--- src/rtl/ex_mem_pkg.sv ---
// Shared types and default widths for the EX/MEM pipeline stage.
package ex_mem_pkg;

   localparam int EX_MEM_DATA_W = 32;
   localparam int EX_MEM_CTRL_W = 4;

   // Encoding chosen so bit 0 is the main valid bit and bit 1 the skid valid bit.
   typedef enum logic [1:0] {
      EMPTY = 2'b00,
      BUSY  = 2'b01,
      FULL  = 2'b11
   } stage_state_e;

   function automatic logic main_valid_of(input stage_state_e s);
      return s[0];
   endfunction

   function automatic logic skid_valid_of(input stage_state_e s);
      return s[1];
   endfunction

endpackage

--- src/rtl/ex_mem_if.sv ---
// Valid/ready handshake bundle carrying a payload and control bits.
// The producer side uses the master modport, the consumer side the slave modport.
interface ex_mem_if
   import ex_mem_pkg::*;
#(
   parameter int DATA_W = EX_MEM_DATA_W,
   parameter int CTRL_W = EX_MEM_CTRL_W
);
   logic              valid;
   logic              ready;
   logic [DATA_W-1:0] data;
   logic [CTRL_W-1:0] control;

   modport master (
      output valid,
      output data,
      output control,
      input  ready
   );

   modport slave (
      input  valid,
      input  data,
      input  control,
      output ready
   );
endinterface

--- src/rtl/ex_mem_sat_cnt.sv ---
// Saturating up-counter with synchronous clear; holds at all-ones.
module ex_mem_sat_cnt #(
   parameter int W = 16
) (
   input  logic         clk,
   input  logic         reset,
   input  logic         clr,
   input  logic         inc,
   output logic [W-1:0] count
);

   localparam logic [W-1:0] ONE = {{(W-1){1'b0}}, 1'b1};

   // Count up on inc until every bit is set, then hold.
   always_ff @(posedge clk) begin
      if (reset || clr) begin
         count <= '0;
      end else if (inc && (count != '1)) begin
         count <= count + ONE;
      end
   end

endmodule

--- src/rtl/ex_mem_stage.sv ---
// EX/MEM pipeline stage: 2-entry elastic skid buffer between execute and memory.
// Optional stall counter enabled by defining EX_MEM_PERF_EN.
//
// state | meaning
// EMPTY | no entry held; mem_valid=0, ex_ready=1
// BUSY  | main holds the head entry; skid empty, ex_ready=1
// FULL  | main and skid both hold entries; ex_ready=0
module ex_mem_stage
   import ex_mem_pkg::*;
#(
   parameter int DATA_W = EX_MEM_DATA_W,
   parameter int CTRL_W = EX_MEM_CTRL_W
`ifdef EX_MEM_PERF_EN
   ,
   parameter int CNT_W  = 16
`endif
) (
   input  logic      clk,
   input  logic      reset,
   input  logic      flush,
   ex_mem_if.slave   ex,
   ex_mem_if.master  mem
`ifdef EX_MEM_PERF_EN
   ,
   output logic [CNT_W-1:0] stall_cnt
`endif
);

   stage_state_e      state;
   stage_state_e      state_nxt;
   logic              main_valid;
   logic              skid_valid;
   logic              up_xfer;
   logic              dn_xfer;
   logic              load_main_ex;
   logic              load_main_skid;
   logic              load_skid;
   logic [DATA_W-1:0] main_data;
   logic [CTRL_W-1:0] main_ctrl;
   logic [DATA_W-1:0] skid_data;
   logic [CTRL_W-1:0] skid_ctrl;

   // Valid bits are state bits, so ex_ready and mem_valid come straight from flops
   // and ex_ready never sees mem_ready combinationally.
   assign main_valid = main_valid_of(state);
   assign skid_valid = skid_valid_of(state);

   assign ex.ready    = ~skid_valid;
   assign mem.valid   = main_valid;
   assign mem.data    = main_data;
   // Bubbles present as NOP control.
   assign mem.control = main_ctrl & {CTRL_W{main_valid}};

   assign up_xfer = ex.valid & ~skid_valid;
   assign dn_xfer = main_valid & mem.ready;

   // State register.
   always_ff @(posedge clk) begin
      if (reset) begin
         state <= EMPTY;
      end else begin
         state <= state_nxt;
      end
   end

   // Next state and register load selects; flush overrides every transfer.
   always_comb begin
      state_nxt      = state;
      load_main_ex   = 1'b0;
      load_main_skid = 1'b0;
      load_skid      = 1'b0;
      if (flush) begin
         state_nxt = EMPTY;
      end else begin
         case (state)
            EMPTY: begin
               if (up_xfer) begin
                  state_nxt    = BUSY;
                  load_main_ex = 1'b1;
               end
            end
            BUSY: begin
               if (up_xfer && dn_xfer) begin
                  load_main_ex = 1'b1;
               end else if (dn_xfer) begin
                  state_nxt = EMPTY;
               end else if (up_xfer) begin
                  state_nxt = FULL;
                  load_skid = 1'b1;
               end
            end
            FULL: begin
               if (dn_xfer) begin
                  state_nxt      = BUSY;
                  load_main_skid = 1'b1;
               end
            end
            default: begin
               state_nxt = EMPTY;
            end
         endcase
      end
   end

   // Payload registers hold unless loaded; visibility is governed by the valid bits.
   always_ff @(posedge clk) begin
      if (reset) begin
         main_data <= '0;
         main_ctrl <= '0;
         skid_data <= '0;
         skid_ctrl <= '0;
      end else begin
         if (load_main_ex) begin
            main_data <= ex.data;
            main_ctrl <= ex.control;
         end else if (load_main_skid) begin
            main_data <= skid_data;
            main_ctrl <= skid_ctrl;
         end
         if (load_skid) begin
            skid_data <= ex.data;
            skid_ctrl <= ex.control;
         end
      end
   end

`ifdef EX_MEM_PERF_EN
   // Stall cycles: head valid but downstream not accepting. Flush does not clear.
   ex_mem_sat_cnt #(
      .W (CNT_W)
   ) u_stall_cnt (
      .clk   (clk),
      .reset (reset),
      .clr   (1'b0),
      .inc   (main_valid & ~mem.ready),
      .count (stall_cnt)
   );
`endif

endmodule

--- src/flat_wrapper.sv ---
// flat-port wrapper written by rule: the top's interface ports become plain ports
module ex_mem_stage_flat import ex_mem_pkg::*;
#(
   parameter int DATA_W = EX_MEM_DATA_W,
   parameter int CTRL_W = EX_MEM_CTRL_W

)
  (clk, reset, flush, ex_valid, ex_data, ex_control, ex_ready, mem_valid, mem_data, mem_control, mem_ready);
  ex_mem_if #(.DATA_W(DATA_W), .CTRL_W(CTRL_W)) ex_i ();
  ex_mem_if #(.DATA_W(DATA_W), .CTRL_W(CTRL_W)) mem_i ();
  input  logic clk;
  input  logic reset;
  input  logic flush;
  input wire logic [$bits(ex_i.valid)-1:0] ex_valid;
  input wire logic [$bits(ex_i.data)-1:0] ex_data;
  input wire logic [$bits(ex_i.control)-1:0] ex_control;
  output wire logic [$bits(ex_i.ready)-1:0] ex_ready;
  output wire logic [$bits(mem_i.valid)-1:0] mem_valid;
  output wire logic [$bits(mem_i.data)-1:0] mem_data;
  output wire logic [$bits(mem_i.control)-1:0] mem_control;
  input wire logic [$bits(mem_i.ready)-1:0] mem_ready;
  assign ex_i.valid = ex_valid;
  assign ex_i.data = ex_data;
  assign ex_i.control = ex_control;
  assign ex_ready = ex_i.ready;
  assign mem_valid = mem_i.valid;
  assign mem_data = mem_i.data;
  assign mem_control = mem_i.control;
  assign mem_i.ready = mem_ready;
  ex_mem_stage #(.DATA_W(DATA_W), .CTRL_W(CTRL_W)) u_core (.clk(clk), .reset(reset), .flush(flush), .ex(ex_i), .mem(mem_i));
endmodule
--- config.mk ---
export PLATFORM = sky130hd
export DESIGN_NAME = ex_mem_stage_flat
export DESIGN_NICKNAME = d
export VERILOG_FILES = /design/src/rtl/ex_mem_pkg.sv /design/src/rtl/ex_mem_if.sv /design/src/rtl/ex_mem_sat_cnt.sv /design/src/rtl/ex_mem_stage.sv /design/src/flat_wrapper.sv
export SDC_FILE = /design/constraint.sdc
export NUM_CORES = 1
export LEC_CHECK = 0
export CAP_MARGIN = 15
export CELL_PAD_IN_SITES_DETAIL_PLACEMENT = 2
export CELL_PAD_IN_SITES_GLOBAL_PLACEMENT = 2
export CORE_MARGIN = 4
export CORE_UTILIZATION = 40
export CTS_CLUSTER_DIAMETER = 80
export CTS_CLUSTER_SIZE = 12
export DETAILED_ROUTE_END_ITERATION = 6
export DONT_BUFFER_PORTS = 1
export PLACE_DENSITY_LB_ADDON = 0.1
export SKIP_LAST_GASP = 1
export SLEW_MARGIN = 20
export SYNTH_ARGS = -nofsm -noshare
export SYNTH_HDL_FRONTEND = slang
export SYNTH_SLANG_ARGS = --single-unit
--- constraint.sdc ---
create_clock -name clk -period 2.9 [get_ports clk]
set_input_delay 0.29 -clock clk [delete_from_list [all_inputs] [get_ports clk]]
set_output_delay 0.29 -clock clk [all_outputs]
set_load 0.05 [all_outputs]
==> flow_summary.toml, run 1 <==
[placement]
port_buffers = 0
gp_congestion = 0.7503
dp_hpwl_mm = 5.130
dp_cells = 396

[final_layout]
drive_above_1_share_pct = 12.10
layout.nets = 354
num_antenna_cells = 0
final_cell_mix = "76 x nand2_1, 74 x dfxtp_1, 38 x a21oi_1"
final_common_cell = "nand2_1"
syn_to_final_growth_pct = 7.925
final_cells = 413

[detailed_routing]
viasPerCell = 5.569
drt_iter0_drc = 60
drc_errors = 0
wl_mm = 7.741
vias = 2300
detail_route.first_pass.iterations = 4
post_drt_wl_per_cell_um = 18.74
final_antenna_net_count = 0

[clock_tree]
cts_setup_buffers = 0
cts-resized-gates = 0
insertion_delay_ns = 0.35
root_buffer = "clkbuf_8"
htreeDepth = 3
cts_tree = "done"
clock_sinks = 74
hold_buffers = 1
clk_pin_slew_worst_paths_ns = 0.09
clockBufferDepth = 2
cts_buffers = 9

[power]
power_frac_comb_pct = 6.4
power_switching_uw = 592.2
sequentialPowerShare_pct = 54.8
p_leak_uw = 0.001454
internal-power_uw = 1535
ir_worst_vdd_uv = 246.6
power.density_mw_per_mm2 = 660.5
p_clk_share_pct = 38.8
swShare_pct = 27.84

[grt]
grt_pass1_wl_mm = 12.53
grt_overflow_total = 0
track_usage_pct = 18.52
antenna_found_initial = 0
grt_max_degree = 37
grt_pass1_vias = 2479

[synthesis]
ys_seq_elements = 74
synth.yosys.warnings = 0
avgSynthCellArea_um2 = 9.595
synth.distinct_cells = 28
seq_area_frac_synth_pct = 49.64
synth_fp_nets = 356
synthCells = 311
netlist_area_mm2 = 0.002984

[timing]
clock_skew_ns = 0.01447
rsz0062_at_grt = "false"
relSlewSlack_pct = 39.72
finalHoldViolCount = 0
final-setup-viol-count = 0
tightest_slew_ns = 0.8974
fmax_mhz = 392.5
period_share_pct = 87.85
fin_tns_setup_ns = 0
post-route-min-period_ns = 2.548
finalMaxSlewViolations = 0

[floorplanning]
core_area_mm2 = 0.007253
die_h_um = 94.37
start_util_pct = 41.14
num_rows = 31
num_io_pins = 79
dieWidth_um = 94.37
die_area_mm2 = 0.008906

[worst_setup_path]
required_ns = 3.18
startpoint = "u_core.state[0]"
ff2ff_path_depth = 6
rr_startpoint = "u_core.state[0]"
cp.arrival_ns = 2.83
cp_max_fo = 22
timing_worst_setup_path_type = "register to register"
critPathCaptureType = "register"
startpoint_type = "register"

[min_path]
min-delay-path-class = "input pin to register"
min_from = "ex_data[13]"
hold_path_depth = 2

[status]
status = "finished, final reports clean"

[run]
maxCapViolations = 0
## synth_stat cells (all sizes together)
library cell / instances / area share, %
nand2: 76 / 9.6
dfxtp: 74 / 50
a21oi: 39 / 6.9
a22o: 37 / 11
a21o: 36 / 9.1
buf: 19 / 5.5
and2: 4 / 0.84
clkbuf: 4 / 0.50
ha: 4 / 1.7
inv: 3 / 0.38
mux2i: 2 / 0.67
nor2: 2 / 0.25
a21bo: 1 / 0.34
a31oi: 1 / 0.21
and3: 1 / 0.25
nand2b: 1 / 0.46
nor3: 1 / 0.55
nor4: 1 / 0.71
o211a: 1 / 0.34
o21bai: 1 / 0.25
or3: 1 / 0.21
or4: 1 / 0.25
xnor2: 1 / 0.29
## path summary, 6_finish.rpt
| kind | to | slack, ns |
|---|---|---|
| min | u_core.skid_data[13] | 0.07 |
| min reg2reg | u_core.skid_data[14] | 0.46 |
| max | u_core.main_ctrl[2] | 0.35 |
| max reg2reg | u_core.main_ctrl[2] | 0.35 |
## metrics by stage
stage | power, µW | setup WS (ns) | util [%] | area, µm² | hold WS [ns]
floorplan | 1294 | 0.7094 | - | 2984 | 0.4174
global placement | 1312 | 0.5125 | 41.31 | 2997 | 0.3659
global route | 2230 | 0.1187 | 44.40 | 3221 | 0.05977
CTS | 2164 | 0.3487 | 44.40 | 3221 | 0.04716
detailed placement | 1318 | 0.3888 | 41.31 | 2997 | 0.3674
finish | 2127 | 0.3523 | 44.40 | 3221 | 0.06758
## worst max-delay path, stage by stage (launching register included)
cell	delay [ns]
dfxtp_1	0.58
ha_1	0.30
a31oi_1	0.17
nor4_4	0.72
buf_4	0.42
a22o_2	0.21
a21o_1	0.08
## layout make-up
type                    count  area, µm²
fillers                   801       4033
flip-flops and latches     74       1481
multi-input cells         211       1313
clock buffers              11      141.4
well taps                  99      123.9
repair buffers             10      87.58
clock inverters             5      62.56
inverters                   3      11.26
## flip-flops by register name, indices dropped and copies added, names as in the netlist
signal,cells
u_core.mem.data,32
u_core.skid_data,32
u_core.main_ctrl,4
u_core.skid_ctrl,4
u_core.state,2
## cells by family after synthesis
| group | synth area share (%) |
|---|---|
| DFF | 49.64 |
| muxes | 0.6709 |
| adders and majority gates | 1.677 |
| buffers and inverters | 6.373 |
| and+or+nand+nor | 13.08 |
| xor gates and xnor gates | 0.2936 |
| AOI/OAI and AO/OA | 28.26 |
## layer usage
| metal | global-route usage [%] | vias up | part of all wire [%] |
|---|---|---|---|
| li1 | - | 1080 | - |
| met1 | 20.35 | 1156 | 42 |
| met2 | 31.97 | 53 | 48 |
| met3 | 7.012 | 11 | 8.0 |
| met4 | 7.822 | 0 | 1.7 |
| met5 | 0 | - | 0 |
## power groups by stage
stage	combinational, µW	sequential, µW	clock, µW
after floorplan	111	1180	0
after global placement	123	1190	0
after detailed placement	127	1190	0
after CTS	140	1170	857
after global routing	154	1170	903
final	137	1170	825
Power figures use the tool's default switching activity.
==> run 2: changes to the inputs <==
Settings changed: GPL_TIMING_DRIVEN set to 0.
==> run 2 against run 1 <==
Against the previous run:
- non-clock buffer count up 13
- sequential share of layout area fell by 1.6 points
- maximum frequency fell by 1.5%
- final area is 3.7% higher
- critical endpoint is now u_core.mem.data[15]
- largest power group unchanged
- highest routed layer unchanged
==> flow_summary.toml, run 2 (synthesis gave the netlist of run 1 again) <==
[status]
status = "finished, final reports clean"

[grt]
grtUsageMet1_pct = 22.03
antenna_found_initial = 0
met2_usage_pct = 33.39
grt_pass1_wl_mm = 12.94
grt_use_met3_pct = 5.339
track_usage_pct = 19.01
grt_max_degree = 13
grt_overflow_total = 0
grt_pass1_vias = 2596
top_usage_layer = "met2"

[timing]
finalMaxSlewViolations = 0
post-route-min-period_ns = 2.588
finalHoldViolCount = 0
relSlewSlack_pct = 54.41
tightest_slew_ns = 0.6787
rsz0062_at_grt = "false"
period_share_pct = 89.23
fmax_mhz = 386.4
final-setup-viol-count = 0
fin_tns_setup_ns = 0
clock_skew_ns = 0.006075

[floorplanning]
core_area_mm2 = 0.007253
die_area_mm2 = 0.008906
dieWidth_um = 94.37
num_io_pins = 79
start_util_pct = 41.14
die_h_um = 94.37
num_rows = 31

[final_layout]
regArea_mm2 = 0.001481
utilization_pct = 46.04
final_common_cell = "nand2_1"
final_cell_mix = "76 x nand2_1, 74 x dfxtp_1, 38 x a21oi_1"
syn_to_final_growth_pct = 11.91
num_antenna_cells = 0
multi_input_area_mm2 = 0.001313
fill_cells = 789
layout.nets = 367
drive_above_1_share_pct = 14.11

[detailed_routing]
final_antenna_net_count = 0
vias = 2292
detail_route.first_pass.iterations = 4
viasPerCell = 5.393
wl_mm = 8.084
post_drt_wl_per_cell_um = 19.02
drt_iter0_drc = 52
drc_errors = 0

[worst_setup_path]
startpoint_type = "register"
cp.arrival_ns = 2.87
cp_max_fo = 10
regToRegSetupSlack_ns = 0.31
critPathCaptureType = "register"
timing_worst_setup_path_type = "register to register"
required_ns = 3.18
rr_startpoint = "u_core.state[0]"
startpoint = "u_core.state[0]"

[clock_tree]
clk_pin_slew_worst_paths_ns = 0.08
insertion_delay_ns = 0.34
cts_tree = "done"
cts_setup_buffers = 0
hold_buffers = 0
cts-resized-gates = 0
clock_sinks = 74
clockBufferDepth = 2
htreeDepth = 3
root_buffer = "clkbuf_8"
cts_buffers = 9

[power]
p_leak_uw = 0.001523
power.density_mw_per_mm2 = 674.5
ir_worst_vdd_uv = 347.5

[placement]
dp_hpwl_mm = 5.728
port_buffers = 0
gp_congestion = 0.6701

[run]
maxCapViolations = 0

[min_path]
min_from = "ex_data[8]"
min-delay-path-class = "input pin to register"
==> run 2: path summary, 6_finish.rpt <==
kind / endpoint / cells past startpoint
setup / recovery: u_core.mem.data[15] / 8
hold / removal: u_core.skid_data[8] / 2
setup reg to reg: u_core.mem.data[15] / 8
hold reg to reg: u_core.main_ctrl[1] / 1
==> run 2: where the power goes <==
part           switching [µW]  internal (µW)  total, µW
clock                     375            568        943
sequential                114           1050       1170
combinational            82.8           59.0        142
==> run 2: critical path, stage by stage, from the launching register on <==
cell      delay (ns)
dfxtp_1         0.68
buf_2           0.31
inv_1           0.09
ha_1            0.24
a31oi_1         0.31
o21bai_1        0.17
a21oi_4         0.35
buf_4           0.25
a21o_1          0.14
==> run 2: cell type report <==
class	instances	area share (%)
Sequential cell	74	44.36
Multi-Input combinational cell	211	39.30
Buffer	23	5.358
Clock buffer	10	3.822
Tap cell	99	3.709
Clock inverter	5	3.110
Inverter	3	0.3372
==> run 2: per-stage QoR <==
step	cell area, µm²	setup WS, ns	hold WS [ns]	total power [µW]	std cells
6_report	3339	0.3123	0.08141	2252	425
5_1_grt	3339	0.1206	0.07151	2343	425
4_1_cts	3339	0.2725	0.06333	2285	425
3_5_place_dp	3108	0.3050	0.4366	1337	410
3_3_place_gp	3108	0.3768	0.4268	1328	410
2_1_floorplan	2984	0.7094	0.4174	1294	311
==> run 2: layer usage <==
metal  share of wire [%]  wire [µm]
met4                 1.1         90
met2                  51       4094
met1                  42       3414
met5                   0          0
met3                 6.0        484
